## config.mk

```make
export PLATFORM = sky130hd
export DESIGN_NAME = capture_sequencer
export DESIGN_NICKNAME = d
export VERILOG_FILES = /design/src/rtl/capture_pkg.sv /design/src/rtl/capture_strobe_gen.sv /design/src/rtl/capture_sequencer.sv
export SDC_FILE = /design/constraint.sdc
export NUM_CORES = 1
export LEC_CHECK = 0
export CORE_MARGIN = 5
export CORE_UTILIZATION = 52
export DETAILED_ROUTE_END_ITERATION = 12
export PLACE_DENSITY = 0.89
export SLEW_MARGIN = 30
export SYNTH_ARGS = -nofsm -noshare
export SYNTH_HDL_FRONTEND = slang
export SYNTH_SLANG_ARGS = --single-unit
```

## constraint.sdc

```tcl
create_clock -name dclk -period 3.35 [get_ports dclk]
set_input_delay 0.5025 -clock dclk [delete_from_list [all_inputs] [get_ports dclk]]
set_output_delay 0.5025 -clock dclk [all_outputs]
set_load 0.1 [all_outputs]
```

## src/rtl/capture_pkg.sv

```systemverilog
// Shared types and defaults for the AD9284 capture-window sequencer.
package capture_pkg;

  typedef enum logic [2:0] {
    ST_IDLE    = 3'd0,
    ST_ARMED   = 3'd1,
    ST_CAPTURE = 3'd2,
    ST_HOLDOFF = 3'd3,
    ST_DONE    = 3'd4
  } cap_state_e;

  localparam int CAPTURE_LEN_DEF = 16384;
  localparam int HOLDOFF_DEF     = 16;

endpackage

```

## src/rtl/capture_strobe_gen.sv

```systemverilog
// Decimation phase counter and window slot counter; predicts whether the
// next cycle is a sample slot so the top level can register dv directly.
module capture_strobe_gen
  import capture_pkg::*;
#(
  parameter int CNT_W       = 32,
  parameter int CAPTURE_LEN = CAPTURE_LEN_DEF
) (
  input  logic             dclk,
  input  logic             rst_n,
  input  logic             start,
  input  logic             in_capture,
  input  logic [7:0]       decim,
  input  logic [CNT_W-1:0] len,
  output logic             slot_next,
  output logic             last_slot
);

  logic [7:0]       phase_q, phase_d;
  logic [7:0]       decim_q, decim_d;
  logic [CNT_W-1:0] slot_cnt_q, slot_cnt_d;
  logic [CNT_W-1:0] len_q, len_d;
  logic             slot_now;

  // next-state of the counters; phase_q is the phase of the current cycle
  always_comb begin
    phase_d    = phase_q;
    decim_d    = decim_q;
    slot_cnt_d = slot_cnt_q;
    len_d      = len_q;
    slot_now   = (phase_q == 8'd0);
    last_slot  = in_capture && slot_now && (slot_cnt_q == len_q - CNT_W'(1));
    if (start) begin
      len_d      = (len == {CNT_W{1'b0}}) ? CNT_W'(CAPTURE_LEN) : len;
      decim_d    = decim;
      phase_d    = 8'd0;
      slot_cnt_d = {CNT_W{1'b0}};
    end else if (in_capture) begin
      if (slot_now) begin
        phase_d    = decim_q;
        slot_cnt_d = slot_cnt_q + CNT_W'(1);
      end else begin
        phase_d    = phase_q - 8'd1;
      end
    end else begin
      phase_d = phase_q;
    end
    slot_next = (phase_d == 8'd0);
  end

  // counter registers
  always_ff @(posedge dclk) begin
    if (!rst_n) begin
      phase_q    <= 8'd0;
      decim_q    <= 8'd0;
      slot_cnt_q <= {CNT_W{1'b0}};
      len_q      <= CNT_W'(1);
    end else begin
      phase_q    <= phase_d;
      decim_q    <= decim_d;
      slot_cnt_q <= slot_cnt_d;
      len_q      <= len_d;
    end
  end

endmodule

```

## src/rtl/capture_sequencer.sv

```systemverilog
// Capture-window controller: arm/trigger/holdoff FSM, per-channel dv gating
// against FIFO full, sticky overflow flags and completed-window counter.
module capture_sequencer
  import capture_pkg::*;
#(
  parameter int NUM_CH      = 2,
  parameter int CNT_W       = 32,
  parameter int CAPTURE_LEN = CAPTURE_LEN_DEF,
  parameter int HOLDOFF     = HOLDOFF_DEF,
  parameter int AUTO_ARM    = 1
) (
  input  logic              dclk,
  input  logic              rst_n,
  input  logic              arm,
  input  logic              stop,
  input  logic              cont,
  input  logic              trig_en,
  input  logic              trig_ext,
  input  logic [7:0]        decim,
  input  logic [CNT_W-1:0]  len,
  input  logic [NUM_CH-1:0] ch_en,
  input  logic [NUM_CH-1:0] fifo_full,
  output logic [NUM_CH-1:0] dv,
  output logic              busy,
  output logic              done,
  output logic [NUM_CH-1:0] overflow,
  output logic [15:0]       frame_cnt
);

  localparam logic [CNT_W-1:0] HOLD_LAST = CNT_W'((HOLDOFF > 0) ? HOLDOFF - 1 : 0);

  cap_state_e        state_q, state_d;
  logic [NUM_CH-1:0] dv_q, dv_d, overflow_q, overflow_d;
  logic              busy_q, busy_d, done_q, done_d;
  logic [15:0]       frame_cnt_q, frame_cnt_d;
  logic [CNT_W-1:0]  hold_cnt_q, hold_cnt_d;
  logic              trig_prev_q, trig_prev_d, auto_arm_q, auto_arm_d;
  logic              start_s, in_capture_s, slot_next_s, last_slot_s, arm_eff_s;

  // trigger launch kept outside the FSM comb so slot prediction has no loop
  assign arm_eff_s    = arm | auto_arm_q;
  assign in_capture_s = (state_q == ST_CAPTURE);
  assign start_s      = (state_q == ST_ARMED) && (!trig_en || (trig_ext && !trig_prev_q)) && !stop;

  capture_strobe_gen #(
    .CNT_W       (CNT_W),
    .CAPTURE_LEN (CAPTURE_LEN)
  ) u_strobe (
    .dclk       (dclk),
    .rst_n      (rst_n),
    .start      (start_s),
    .in_capture (in_capture_s),
    .decim      (decim),
    .len        (len),
    .slot_next  (slot_next_s),
    .last_slot  (last_slot_s)
  );

  // FSM next state and next values of every registered output
  always_comb begin
    state_d     = state_q;
    hold_cnt_d  = hold_cnt_q;
    frame_cnt_d = frame_cnt_q;
    overflow_d  = overflow_q;
    trig_prev_d = trig_ext;
    auto_arm_d  = 1'b0;
    case (state_q)
      ST_IDLE: begin
        if (arm_eff_s) begin
          state_d    = ST_ARMED;
          overflow_d = {NUM_CH{1'b0}};
        end else begin
          state_d = ST_IDLE;
        end
      end
      ST_ARMED: begin
        if (start_s) state_d = ST_CAPTURE;
        else         state_d = ST_ARMED;
      end
      ST_CAPTURE: begin
        if (last_slot_s) begin
          frame_cnt_d = frame_cnt_q + 16'd1;
          hold_cnt_d  = {CNT_W{1'b0}};
          if (!cont)             state_d = ST_DONE;
          else if (HOLDOFF == 0) state_d = ST_ARMED;
          else                   state_d = ST_HOLDOFF;
        end else begin
          state_d = ST_CAPTURE;
        end
      end
      ST_HOLDOFF: begin
        if (hold_cnt_q == HOLD_LAST) state_d = ST_ARMED;
        else                         hold_cnt_d = hold_cnt_q + CNT_W'(1);
      end
      ST_DONE: begin
        if (arm) begin
          state_d    = ST_ARMED;
          overflow_d = {NUM_CH{1'b0}};
        end else begin
          state_d = ST_DONE;
        end
      end
      default: state_d = ST_IDLE;
    endcase
    // stop wins over everything and discards the current window
    if (stop) begin
      state_d     = ST_IDLE;
      frame_cnt_d = frame_cnt_q;
    end else begin
      frame_cnt_d = frame_cnt_d;
    end
    if ((state_d == ST_CAPTURE) && slot_next_s) begin
      dv_d       = ch_en & ~fifo_full;
      overflow_d = overflow_d | (ch_en & fifo_full);
    end else begin
      dv_d = {NUM_CH{1'b0}};
    end
    busy_d = (state_d == ST_ARMED) || (state_d == ST_CAPTURE) || (state_d == ST_HOLDOFF);
    done_d = (state_d == ST_DONE);
  end

  // state and output registers
  always_ff @(posedge dclk) begin
    if (!rst_n) begin
      state_q     <= ST_IDLE;
      dv_q        <= {NUM_CH{1'b0}};
      overflow_q  <= {NUM_CH{1'b0}};
      busy_q      <= 1'b0;
      done_q      <= 1'b0;
      frame_cnt_q <= 16'd0;
      hold_cnt_q  <= {CNT_W{1'b0}};
      trig_prev_q <= trig_ext;
      auto_arm_q  <= (AUTO_ARM != 0);
    end else begin
      state_q     <= state_d;
      dv_q        <= dv_d;
      overflow_q  <= overflow_d;
      busy_q      <= busy_d;
      done_q      <= done_d;
      frame_cnt_q <= frame_cnt_d;
      hold_cnt_q  <= hold_cnt_d;
      trig_prev_q <= trig_prev_d;
      auto_arm_q  <= auto_arm_d;
    end
  end

  assign dv        = dv_q;
  assign overflow  = overflow_q;
  assign busy      = busy_q;
  assign done      = done_q;
  assign frame_cnt = frame_cnt_q;

endmodule
```

# Word-level counts from Yosys, hierarchy flattened
# Cells that the tools add are included.
# Widths: inputs -> output; s select.
[totals]
word_cells = 79
output_inout_bits = 22
in_bits = 51
ff_bits = 139
[classes]
muxes = 20
n_eq_ne = 12
n_reduce_logical = 22
addsub = 5
bitwise_logic = 7
[ops]
columns = ["cell", "n"]
rows = [
  ["$mux 32", 3],
  ["$add 32x1->32 const B", 2],
  ["$pmux 32 s2", 1],
  ["$eq 32x32->1", 1],
  ["$eq 32x4->1 const B", 1],
  ["$logic_not 32->1", 1],
  ["$sub 32x1->32 const B", 1],
  ["$mux 8", 3],
  ["$add 16x1->16 const B", 1],
  ["$logic_not 8->1", 2],
  ["$mux 3", 5],
  ["$pmux 3 s5", 1],
  ["$eq 3x2->1 const B", 4],
  ["$mux 2", 4],
  ["$sub 8x1->8 const B", 1],
  ["$eq 3x1->1 const B", 2],
  ["$eq 3x3->1 const B", 2],
  ["$logic_and 1x1->1", 6],
  ["$reduce_and 3->1", 2],
  ["$and 2x2->2", 2],
  ["$ne 2x2->1 const B", 2],
  ["$pmux 2 s2", 1],
  ["$reduce_and 2->1", 2],
  ["$logic_not 1->1", 3],
  ["9 further kinds", 13],
]

# Logic depth before layout (Yosys ltp)
[logic_depth]
depth_word = 11
ltp_mapped = 14
mapped_depth_nobuf = 11

# Modules after synthesis
# From an unflattened synthesis, not the netlist that was laid out.
[unflattened]
cells_unflattened = 869
hier_area_um2 = 7318.3
[modules_own_cells]
columns = ["mod", "cells_per_inst", "instances", "area_per_inst_um2"]
rows = [
  ["capture_strobe_gen", 537, 1, 4451.8],
  ["capture_sequencer", 332, 1, 2866.5],
]

# Worst setup path before layout
# Ideal clock, no wire load.
[synth_path]
path_kind = "flip-flop to flip-flop"
from = "reg u_strobe.len_q[0]"
to = "reg frame_cnt_q[13], in the netlist frame_cnt[13]"
path_slack_ns = -0.144
t_arrival_ns = 3.424
setup_time_ns = 0.070
path_stages_with_launch = 13
cell_sequence = "dfxtp_1 -> inv_1 -> ha_1 -> nor3b_1 -> nand4_1 -> or4_1 -> a2111oi_0 -> o2111a_1 -> and4_4 -> buf_6 -> nand4b_4 -> or4_1 -> a21oi_1"
[synth_between]
elab_chain_len = 4
[synth_lines]
columns = ["element", "line", "text"]
rows = [
  ["from (decl)", "capture_strobe_gen.sv:22", "logic [CNT_W-1:0] len_q, len_d;"],
  ["from (signal assigned)", "capture_strobe_gen.sv:62", "len_q <= len_d;"],
  ["$sub 32x1->32", "capture_strobe_gen.sv:32", "last_slot = in_capture && slot_now && (slot_cnt_q == len_q - CNT_W'(1));"],
  ["$eq 32x32->1", "capture_strobe_gen.sv:32", ""],
  ["$logic_and 1x1->1", "capture_strobe_gen.sv:32", ""],
  ["$reduce_and 3->1 (no line)", "--", ""],
  ["to (signal assigned)", "capture_sequencer.sv:140", "frame_cnt_q <= frame_cnt_d;"],
  ["to (decl)", "capture_sequencer.sv:35", "logic [15:0] frame_cnt_q, frame_cnt_d;"],
]
# No other way between the ends.
# A chain may end at the register's enable or synchronous reset.

# Worst setup path after layout
[layout_path]
from = "reg u_strobe.len_q[7]"
to = "reg frame_cnt_q[15], in the netlist frame_cnt[15]"
# Same word-level chain as after synthesis.

==> out/metrics.cfg <==
[logic_synthesis]
synth_edf_count=0
synth-async-reset-ratio_pct=0
syn_inst=873
postSynthAreaPerCell_sq_um=8.27
synth_top_area_share_pct=38.6
synthFlopType=dfxtp_1
synth_xor_area_share_pct=8.98
yosysWarnings=0
yosys.area_share.simple_pct=29.4
synthesis.nets=930
synth_top_family_by_area=simple AND/OR/NAND/NOR gates
ys_types=63
yosys_register_bits=139
synthTopCellsByArea=dfxtp_1 39%, nand2_1 5.3%, xnor2_1 4.9%
synth_fa_ha_area_share_pct=1.04
yosysSeqAreaShare_pct=38.6
netlist_area_sq_um=7220
synth_mux_area_share_pct=2.41
synth_compound_area_share_pct=16.3
synth_top_area_cell=dfxtp_1

[detailed_routing]
drc=0
post_drt_wl_per_cell_um=17.3
drt_first_pass_iters=6
drtIter0Drc=683
antenna_left=0
vias=7289
routed_wl_mm=20.5
vias_per_cell=6.14

[critical_path]
critPathLaunchType=flop
arrival_ps=3860
worst-path-max-fanout=6
worst-setup-path-type=flop to flop
required_ps=3690
crit_path_end_kind=flop
worst-r2r-cell-count=10

[pwr]
p_leak_nw=3.59
ir_drop_mv=0.449
cellPowerDensity_nw_per_um2=409

[die]
ios=73
rows=43
start_util_pct=52.6
core_sq_um=13700
die_area_sq_um=16300
fp.dieH_um=128
die_w_um=128

[sta]
setup_viol=32
slew_violations=0
finalWorstSetupSlack_ps=-163
fin_skew_ps=9.08
post-route-period-util_pct=105
timing.fmax_ghz=0.285
relSlewSlack_pct=33.7
final_hold_viol_count=0
period_minus_slack_ps=3510
worst_pin_slew_ps=992
rsz0062_at_grt=yes

[grt]
grt_pass1_vias=6876
grt_pass1_wl_mm=32.5
grt-ovfl-total=0
grt.total_usage_pct=24.0
antenna_found_initial=0
grt_max_degree=38

[finish]
synthToLayoutAreaGrowth_pct=30.6
design_area_sq_um=9430
fillCellCount=995
nets=1052
drive_above_1_share_pct=17.0

[run]
drv_cap=0

[place]
port_buffers=72
routabilityCongestion=0.935
postPlaceCellArea_sq_um=8500
hpwl_mm=13.6
dp_slack_ps=-223

[clock_network]
cts_sinks=139
clk_pin_slew_ps=60
clockRootBuffer=clkbuf_16
cts_hold_buf=0
htree_levels=4
clock_latency_ps=420
cts_tree=yes
cts_buffer_depth=2
cts_made_buffers=17

[worst_hold_path]
hp-class=flop to flop
whs_path_depth=2

[outcome]
status=complete, but fails checks
violations=negative setup slack

## power breakdown
| part | switching (mW) | total (mW) | internal [mW] | leakage [nW] |
|---|---|---|---|---|
| registers | 0.0134 | 1.68 | 1.67 | 1.12 |
| logic | 0.176 | 0.345 | 0.168 | 2.19 |
| clock network | 0.742 | 1.83 | 1.09 | 0.282 |
## per-layer routing
| layer | part of all wire (%) | vias up | GRT usage, % |
|---|---|---|---|
| met5 | 0 | - | 0 |
| met2 | 49 | 336 | 42.2 |
| li1 | - | 3434 | - |
| met1 | 41 | 3427 | 29.1 |
| met3 | 6.7 | 92 | 5.88 |
| met4 | 3.3 | 0 | 6.99 |
## final timing paths
path | from | to | slack, ps
min | u_strobe.decim_q[4]$_SDFFE_PN0P_ | u_strobe.decim_q[4]$_SDFFE_PN0P_ | 470
max reg2reg | u_strobe.len_q[7]$_SDFFE_PN0P_ | frame_cnt[15]$_SDFFE_PN0P_ | -160
min reg2reg | u_strobe.decim_q[4]$_SDFFE_PN0P_ | u_strobe.decim_q[4]$_SDFFE_PN0P_ | 470
max | u_strobe.len_q[7]$_SDFFE_PN0P_ | frame_cnt[15]$_SDFFE_PN0P_ | -160
## through the flow
step | hold slack [ps] | utilization, % | std cells | power, mW | setup TNS, ps
finish | 469 | 68.7 | 1188 | 3.86 | -2130
detailed placement | 457 | 61.9 | 1149 | 2.03 | -4030
CTS | 466 | 67.1 | 1182 | 3.85 | -872
global placement | 449 | 61.9 | 1149 | 2.02 | -435
global route | 501 | 68.7 | 1187 | 3.97 | -5570
floorplan | 434 | - | 873 | 1.88 | 0
## sequential cells by signal, summed over array words and instances, names as in the netlist
register and flops:
dv 2, u_strobe.decim_q 8, busy 1, u_strobe.slot_cnt_q 32, auto_arm_q 1, trig_prev_q 1, u_strobe.phase_q 8, overflow 2
u_strobe.len_q 32, done 1, state_q 3, frame_cnt 16, hold_cnt_q 32
## critical path, cell delays in order, from the launching register on
cell       delay [ps]
dfxtp_2           320
or4_4             560
or4_4             510
a2111oi_4         370
o2111ai_2         140
nor4b_2           280
and4_4            350
buf_12            130
nand4b_4          120
or4_4             510
a21oi_2           150
## cell families (layout without fill, tap and decap cells)
logic type / after synthesis / count (layout)
AOI/OAI and AO/OA: 174 / 174
adders and majority gates: 6 / 6
muxes: 17 / 17
xor gates and xnor gates: 74 / 74
other: 0 / 1
DFF: 139 / 139
and+or+nand+nor: 404 / 405
buffers and inverters: 59 / 192
## what timing repair did
item / 4_1_cts / 5_1_grt
gates cloned: 0 / 1
pin swaps: 11 / 15
resized for setup: 23 / 44
setup buffers: 2 / 4
setup endpoints to repair: 39 / 51
## cell type report
cell class / count / area, sq um / share of cell area [%]
tap: 180 / 225 / 2.39
clock inverter: 11 / 110 / 1.17
multi-input combinational: 676 / 4470 / 47.4
sequential: 139 / 2790 / 29.5
inverter: 18 / 67.6 / 0.717
antenna: 1 / 2.50 / 0.0265
clock buffer: 20 / 467 / 4.95
timing repair buffer: 143 / 1300 / 13.8
## layout by cell type, fill, tap and decap left out, types with 24 or more instances in the layout
| cell | count |
|---|---|
| xnor2_1 | 40 |
| clkdlybuf4s50_1 | 70 |
| nand3_1 | 34 |
| a21oi_1 | 46 |
| or3_1 | 30 |
| nor4_1 | 26 |
| nor2_1 | 71 |
| nand2_1 | 99 |
| xor2_1 | 34 |
| a22o_1 | 24 |
| o21ai_0 | 29 |
| dfxtp_1 | 137 |
| buf_4 | 63 |
## cells in the mapped netlist (2+ instances only)
cell type  count
clkbuf_1      35
nor3b_1        3
a2111oi_0      3
o211ai_1      12
nand2_1      101
xnor2_1       40
nand3b_1       3
inv_1         18
mux2i_1       14
or2_2          9
a31oi_1        4
nor4_1        26
o41ai_1        2
a311oi_1       2
mux2_2         3
ha_1           6
or3_1         31
nor4b_1        3
nor2_1        72
nor3_1        22
a221oi_1       2
nor2b_1        2
a21oi_1       52
o311ai_0       3
o21ai_0       30
o21bai_1       2
o2111ai_1      7
dfxtp_1      139
or4_1         18
o31ai_1        8
nand3_1       37
a22o_1        24
o22ai_1        2
nand2b_1      19
nand4_1       15
o31a_1         2
buf_2          5
nand4b_1       3
a211oi_1       9
and2_1        11
and3_1        19
xor2_1        34
Power figures use the tool's default switching activity.
